[src/rtl/pipeline_ctrl_if.sv]
// Pipeline control bundle: hazard/handshake inputs toward the
// controller, stage enables/flushes and status back out.
interface pipeline_ctrl_if #(
    parameter int CNT_W = 16
);
    logic             load_use_stall;
    logic             branch_taken;
    logic             ex_mc_start;
    logic             halt_req;
    logic             resume;
    logic             mem_req;
    logic             mem_ready;
    logic             pc_en;
    logic             if_id_en;
    logic             id_ex_en;
    logic             ex_mem_en;
    logic             mem_wb_en;
    logic             if_id_flush;
    logic             id_ex_flush;
    logic             ex_mem_flush;
    logic             halted;
    logic [CNT_W-1:0] stall_cycles;

    modport master (
        output load_use_stall, branch_taken, ex_mc_start,
        output halt_req, resume, mem_req, mem_ready,
        input  pc_en, if_id_en, id_ex_en, ex_mem_en, mem_wb_en,
        input  if_id_flush, id_ex_flush, ex_mem_flush,
        input  halted, stall_cycles
    );

    modport slave (
        input  load_use_stall, branch_taken, ex_mc_start,
        input  halt_req, resume, mem_req, mem_ready,
        output pc_en, if_id_en, id_ex_en, ex_mem_en, mem_wb_en,
        output if_id_flush, id_ex_flush, ex_mem_flush,
        output halted, stall_cycles
    );
endinterface

[src/rtl/pipeline_ctrl.sv]
// Pipeline controller: stage enables/flushes for hazards,
// multicycle EX ops, halt drain and memory back-pressure.
module pipeline_ctrl #(
    parameter int MC_LATENCY = 4,
    parameter int CNT_W      = 16
) (
    input  logic           clk,
    input  logic           rst_n,
    pipeline_ctrl_if.slave bus
);

    typedef enum logic [1:0] {
        S_RUN,
        S_MC_WAIT,
        S_DRAIN,
        S_HALTED
    } state_t;

    localparam logic [7:0] MC_INIT = 8'(MC_LATENCY - 2);
    localparam logic [CNT_W-1:0] STALL_MAX = '1;

    state_t           state_q, state_d;
    logic [7:0]       cnt_q, cnt_d;
    logic [CNT_W-1:0] stall_q, stall_d;

    logic mem_stall;
    logic pc_en_c, if_id_en_c, id_ex_en_c, ex_mem_en_c, mem_wb_en_c;
    logic if_id_fl_c, id_ex_fl_c, ex_mem_fl_c, halted_c;

    assign mem_stall = bus.mem_req & ~bus.mem_ready;

    // Next state, counter and stage controls; memory stall freezes all
    always_comb begin
        state_d     = state_q;
        cnt_d       = cnt_q;
        pc_en_c     = 1'b1;
        if_id_en_c  = 1'b1;
        id_ex_en_c  = 1'b1;
        ex_mem_en_c = 1'b1;
        mem_wb_en_c = 1'b1;
        if_id_fl_c  = 1'b0;
        id_ex_fl_c  = 1'b0;
        ex_mem_fl_c = 1'b0;
        halted_c    = 1'b0;
        if (mem_stall) begin
            pc_en_c     = 1'b0;
            if_id_en_c  = 1'b0;
            id_ex_en_c  = 1'b0;
            ex_mem_en_c = 1'b0;
            mem_wb_en_c = 1'b0;
            halted_c    = (state_q == S_HALTED);
        end else begin
            unique case (state_q)
                S_RUN: begin
                    if (bus.halt_req) begin
                        pc_en_c    = 1'b0;
                        if_id_fl_c = 1'b1;
                        id_ex_fl_c = 1'b1;
                        state_d    = S_DRAIN;
                        cnt_d      = 8'd1;
                    end else if (bus.ex_mc_start) begin
                        pc_en_c     = 1'b0;
                        if_id_en_c  = 1'b0;
                        id_ex_en_c  = 1'b0;
                        ex_mem_fl_c = 1'b1;
                        state_d     = S_MC_WAIT;
                        cnt_d       = MC_INIT;
                    end else if (bus.branch_taken) begin
                        if_id_fl_c = 1'b1;
                        id_ex_fl_c = 1'b1;
                    end else if (bus.load_use_stall) begin
                        pc_en_c    = 1'b0;
                        if_id_en_c = 1'b0;
                        id_ex_fl_c = 1'b1;
                    end
                end
                S_MC_WAIT: begin
                    if (cnt_q != 8'd0) begin
                        pc_en_c     = 1'b0;
                        if_id_en_c  = 1'b0;
                        id_ex_en_c  = 1'b0;
                        ex_mem_fl_c = 1'b1;
                        cnt_d       = cnt_q - 8'd1;
                    end else begin
                        state_d = S_RUN;
                    end
                end
                S_DRAIN: begin
                    pc_en_c    = 1'b0;
                    if_id_fl_c = 1'b1;
                    id_ex_fl_c = 1'b1;
                    if (cnt_q == 8'd0) begin
                        state_d = S_HALTED;
                    end else begin
                        cnt_d = cnt_q - 8'd1;
                    end
                end
                S_HALTED: begin
                    pc_en_c     = 1'b0;
                    if_id_en_c  = 1'b0;
                    id_ex_en_c  = 1'b0;
                    ex_mem_en_c = 1'b0;
                    mem_wb_en_c = 1'b0;
                    halted_c    = 1'b1;
                    if (bus.resume) begin
                        state_d = S_RUN;
                    end
                end
                default: begin
                    state_d = S_RUN;
                    cnt_d   = 8'd0;
                end
            endcase
        end
    end

    // Saturating count of cycles the PC is held, excluding HALTED
    always_comb begin
        stall_d = stall_q;
        if (!pc_en_c && state_q != S_HALTED && stall_q != STALL_MAX) begin
            stall_d = stall_q + CNT_W'(1);
        end
    end

    // State, countdown and stall counter registers
    always_ff @(posedge clk or negedge rst_n) begin
        if (!rst_n) begin
            state_q <= S_RUN;
            cnt_q   <= 8'd0;
            stall_q <= '0;
        end else begin
            state_q <= state_d;
            cnt_q   <= cnt_d;
            stall_q <= stall_d;
        end
    end

    // While in reset every stage is frozen and loaded with bubbles
    always_comb begin
        bus.pc_en        = rst_n & pc_en_c;
        bus.if_id_en     = rst_n & if_id_en_c;
        bus.id_ex_en     = rst_n & id_ex_en_c;
        bus.ex_mem_en    = rst_n & ex_mem_en_c;
        bus.mem_wb_en    = rst_n & mem_wb_en_c;
        bus.if_id_flush  = ~rst_n | if_id_fl_c;
        bus.id_ex_flush  = ~rst_n | id_ex_fl_c;
        bus.ex_mem_flush = ~rst_n | ex_mem_fl_c;
        bus.halted       = rst_n & halted_c;
        bus.stall_cycles = stall_q;
    end

endmodule

[src/flat_wrapper.sv]
// flat-port wrapper written by rule: the top's interface ports become plain ports
module pipeline_ctrl_flat 
#(
    parameter int MC_LATENCY = 4,
    parameter int CNT_W      = 16
)
  (clk, rst_n, bus_load_use_stall, bus_branch_taken, bus_ex_mc_start, bus_halt_req, bus_resume, bus_mem_req, bus_mem_ready, bus_pc_en, bus_if_id_en, bus_id_ex_en, bus_ex_mem_en, bus_mem_wb_en, bus_if_id_flush, bus_id_ex_flush, bus_ex_mem_flush, bus_halted, bus_stall_cycles);
  pipeline_ctrl_if #(.CNT_W(CNT_W)) bus_i ();
  input  logic clk;
  input  logic rst_n;
  input wire logic [$bits(bus_i.load_use_stall)-1:0] bus_load_use_stall;
  input wire logic [$bits(bus_i.branch_taken)-1:0] bus_branch_taken;
  input wire logic [$bits(bus_i.ex_mc_start)-1:0] bus_ex_mc_start;
  input wire logic [$bits(bus_i.halt_req)-1:0] bus_halt_req;
  input wire logic [$bits(bus_i.resume)-1:0] bus_resume;
  input wire logic [$bits(bus_i.mem_req)-1:0] bus_mem_req;
  input wire logic [$bits(bus_i.mem_ready)-1:0] bus_mem_ready;
  output wire logic [$bits(bus_i.pc_en)-1:0] bus_pc_en;
  output wire logic [$bits(bus_i.if_id_en)-1:0] bus_if_id_en;
  output wire logic [$bits(bus_i.id_ex_en)-1:0] bus_id_ex_en;
  output wire logic [$bits(bus_i.ex_mem_en)-1:0] bus_ex_mem_en;
  output wire logic [$bits(bus_i.mem_wb_en)-1:0] bus_mem_wb_en;
  output wire logic [$bits(bus_i.if_id_flush)-1:0] bus_if_id_flush;
  output wire logic [$bits(bus_i.id_ex_flush)-1:0] bus_id_ex_flush;
  output wire logic [$bits(bus_i.ex_mem_flush)-1:0] bus_ex_mem_flush;
  output wire logic [$bits(bus_i.halted)-1:0] bus_halted;
  output wire logic [$bits(bus_i.stall_cycles)-1:0] bus_stall_cycles;
  assign bus_i.load_use_stall = bus_load_use_stall;
  assign bus_i.branch_taken = bus_branch_taken;
  assign bus_i.ex_mc_start = bus_ex_mc_start;
  assign bus_i.halt_req = bus_halt_req;
  assign bus_i.resume = bus_resume;
  assign bus_i.mem_req = bus_mem_req;
  assign bus_i.mem_ready = bus_mem_ready;
  assign bus_pc_en = bus_i.pc_en;
  assign bus_if_id_en = bus_i.if_id_en;
  assign bus_id_ex_en = bus_i.id_ex_en;
  assign bus_ex_mem_en = bus_i.ex_mem_en;
  assign bus_mem_wb_en = bus_i.mem_wb_en;
  assign bus_if_id_flush = bus_i.if_id_flush;
  assign bus_id_ex_flush = bus_i.id_ex_flush;
  assign bus_ex_mem_flush = bus_i.ex_mem_flush;
  assign bus_halted = bus_i.halted;
  assign bus_stall_cycles = bus_i.stall_cycles;
  pipeline_ctrl #(.MC_LATENCY(MC_LATENCY), .CNT_W(CNT_W)) u_core (.clk(clk), .rst_n(rst_n), .bus(bus_i));
endmodule
[config.mk]
export PLATFORM = sky130hd
export DESIGN_NAME = pipeline_ctrl_flat
export DESIGN_NICKNAME = d
export VERILOG_FILES = /design/src/rtl/pipeline_ctrl_if.sv /design/src/rtl/pipeline_ctrl.sv /design/src/flat_wrapper.sv
export SDC_FILE = /design/constraint.sdc
export NUM_CORES = 1
export LEC_CHECK = 0
export BUFFER_PORTS_ARGS = -buffer_cell sky130_fd_sc_hd__buf_2
export CORE_ASPECT_RATIO = 0.6
export CORE_MARGIN = 2
export CORE_UTILIZATION = 49
export CTS_CLUSTER_SIZE = 14
export DETAILED_ROUTE_END_ITERATION = 7
export MAX_ROUTING_LAYER = met4
export PLACE_DENSITY = 0.79
export SLEW_MARGIN = 20
export SYNTH_ARGS = -nofsm -noshare
export SYNTH_HDL_FRONTEND = slang
export SYNTH_SLANG_ARGS = --single-unit
[constraint.sdc]
create_clock -name clk -period 1.97 [get_ports clk]
set_input_delay 0.0985 -clock clk [delete_from_list [all_inputs] [get_ports clk]]
set_output_delay 0.0985 -clock clk [all_outputs]
set_load 0.02 [all_outputs]
==> flow_summary.ini <==
[run_status]
result_of_the_run = finished clean

[drt]
drtPass1Iterations = 4
ant_nets = 0
detail_route.drc_violations = 0
wl_mm = 3.708
route.vias.total = 1452
drt_iter0_markers = 84
post_drt_wl_per_cell_um = 14.05
ratio_of_routed_vias_to_standard_cells = 5.500

[worst_setup_path]
critPathArrivalTime_ps = 2050
reg2reg_depth = 7
crit_path_max_fanout = 7
setup.reg_to_reg.worst_slack_ps = 90
worst-endpoint-required_ps = 2130
crit-reg2reg-capture = u_core.bus.stall_cycles[5]
path_class = reg2reg
critical_path.max_stage_delay_ps = 420
critical_path.slowest_cell = dfrtp_1
regToRegStartpoint = u_core.state_q[0]
worstSetupEndpointType = register
crit_path_start_kind = register
cp_cell_sequence = ha_1 > nor4bb_4 > and4b_4 > a311oi_4 > buf_6 > nand4_1 > xnor2_1

[synthesis]
seq_area_frac_synth_pct = 39.85
synth_nets = 184
synth-async-reset-ratio_pct = 100.0
synth_top_flop_cell = dfrtp_1
ys_ff_latch = 26
synthesis.instances = 167
synth.top_cell.area_share_pct = 39.85
yosysTopAreaCell = dfrtp_1
ys_types = 40
post_synthesis_instance_area_um2 = 1633
synth_area_per_cell_um2 = 9.777
synthesis.yosys.warnings = 0
synth_area_leaders = dfrtp_1 40%, xnor2_1 7.5%, ha_1 6.1%
number_of_synthesized_flops_with_an_enable_pin = 0

[power_and_ir_drop]
p_per_area_nw_per_um2 = 1523
power_switching_share_pct = 41.42
p_switching_uw = 1330
p_int_uw = 1882
share_comb_of_total_power_pct = 59.1
leak_uw = 0.001001
share_clk_of_total_power_pct = 13.7
power.sequential.fraction_pct = 27.2
ir_drop_mv = 0.8869

[final_layout]
share_of_layout_cells_above_drive_strength_1_pct = 33.79
antenna_cells_inserted = 0
postLayoutCellArea_um2 = 2110
nNetsFinal = 237
syn_to_final_growth_pct = 29.20
final-instance-count-excl-fill = 264

[clock_network]
clkSlewWorstSetupHoldPaths_ps = 90
cts_htree_levels = 1
cts-root-to-sink-buffers = 2
ctsRootBufferMaster = clkbuf_8
worst_skew_pair.late_latency_ps = 270
tritoncts = yes
cts_num_sinks = 26
cts_made_buffers = 3

[hold_path]
whs_path_depth = 3
hold_end = u_core.state_q[1]
worst_hold_startpoint = bus_halt_req
hold_path_class = in2reg

[global_route]
antenna_violations_before_repair = 0
globalRouteOverflowTotal = 0
grt_first_pass_wirelength_mm = 6.168
pin_count_of_the_biggest_net_entering_global_routing = 17
grt.total_usage_pct = 20.73
first_global_vias = 1339

[floorplanning]
row_count = 16
die_h_um = 48.72
pin_count = 34
fp.coreArea_um2 = 3223
initial_utilization_pct = 50.66
die_width_um = 78.53
dieArea_um2 = 3825

[timing]
worst_max_slew_margin_expressed_relative_to_the_limit_pct = 75.14
fin_crit_sh_pct = 95.66
fin_hold_ws_ps = 168.8
finalHoldViolations = 0
worstMarginPinSlew_ps = 370.2
fmax_achieved_mhz = 530.6
skew_ps = 7.284
final.min_clock_period_ps = 1884
setup_viol = 0
slew_viol_final = 0

[run]
max_cap_viol_count = 0

[placement]
place_hpwl_mm = 2.691
port-buffer-count = 33
placed_cell_area_um2 = 1942
dp_cells = 256
gpl.final_weighted_congestion = 0.8081
routing by layer:
metal  up-vias  wire (um)  global-route usage, %
li1        716          -                      -
met1       702       1774                  27.60
met2        32       1778                  33.76
met3         2        140                  4.478
met4         0         14                  2.632
met5         -          0                      -
layout by cell type, fill, tap and decap left out, drive strengths merged, types with 7 or more instances in the layout:
cell    count
nand2      11
nand2b      7
nand4      10
a21oi       7
and3        7
buf        52
dfrtp      26
inv         8
ha          8
o21ai      16
xnor2      14
kinds of logic after synthesis:
kind of cell | count (synthesis) | share of synthesized area [%]
and+or+nand+nor | 65 | 24.44
AOI/OAI and AO/OA | 38 | 16.02
DFF | 26 | 39.85
xor gates and xnor gates | 14 | 7.510
buffers and inverters | 13 | 3.831
adders and majority gates | 8 | 6.131
muxes | 3 | 2.222
Yosys cell counts, types with 3 or more instances:
library cell and number:
nand4_1 10, a21oi_1 7, or3_1 3, and2_1 3
o21ai_0 15, ha_1 8, nand2_1 11, and4_1 4
and3_1 7, nand2b_1 7, xnor2_1 14, dfrtp_1 26
a22o_1 6, nor2_1 4, inv_1 8, nand3_1 6
how the worst max path moves through the flow:
stage               cells after the start              start  slack (ps)                         end
floorplan                               7  u_core.state_q[1]          20  u_core.bus.stall_cycles[1]
global placement                        6  u_core.state_q[1]          60             u_core.cnt_q[4]
detailed placement                      7  u_core.state_q[1]         -20  u_core.bus.stall_cycles[1]
CTS                                     6  u_core.state_q[0]           4            bus_ex_mem_flush
global route                            7    u_core.cnt_q[1]          -3                   bus_pc_en
finish                                  7  u_core.state_q[0]          90  u_core.bus.stall_cycles[5]
metrics by stage:
| step | utilization (%) | power, uW | setup WS (ps) | setup TNS, ps |
|---|---|---|---|---|
| 5_1_grt | 65.45 | 3458 | -3.086 | -3.880 |
| 3_3_place_gp | 60.25 | 2508 | 57.05 | 0 |
| 4_1_cts | 63.28 | 3054 | 3.719 | 0 |
| 6_report | 65.45 | 3212 | 85.50 | 0 |
| 2_1_floorplan | - | 2024 | 17.47 | 0 |
| 3_5_place_dp | 60.25 | 2549 | -22.45 | -23.45 |
layout make-up:
cell class	count	area [um^2]
Clock buffer	3	41.29
Inverter	8	30.03
Fill cell	263	1114
Timing Repair Buffer	53	330.3
Multi-Input combinational cell	128	970.9
Clock inverter	1	30.03
Sequential cell	26	650.6
Tap cell	45	56.30
power by group through the flow:
stage / clock (uW) / sequential (uW) / combinational, uW
finish: 441 / 873 / 1900
global route: 473 / 902 / 2080
CTS: 454 / 870 / 1730
detailed placement: 0 / 873 / 1680
global placement: 0 / 866 / 1640
floorplan: 0 / 970 / 1050
critical path, delay by kind of cell, from the launching register on:
| family | cells | cell delay, ps |
|---|---|---|
| AOI/OAI and AO/OA | 1 | 300 |
| DFF | 1 | 420 |
| adders and majority gates | 1 | 250 |
| buffers and inverters | 1 | 180 |
| and+or+nand+nor | 3 | 490 |
| xor gates and xnor gates | 1 | 150 |
state kept, by name, indices dropped and copies added (netlist names):
name / flops
u_core.bus.stall_cycles: 16
u_core.cnt_q: 8
u_core.state_q: 2
what timing repair did:
action / CTS / global route
hold buffers: 1 / 0
gates cloned: 0 / 1
setup buffers: 0 / 2
gates resized for setup: 3 / 16
pin swaps: 0 / 4
endpoints found under the hold margin: 10 / 0
endpoints found under the setup margin: 6 / 24
Note: power is estimated with default switching activity, not from simulation.
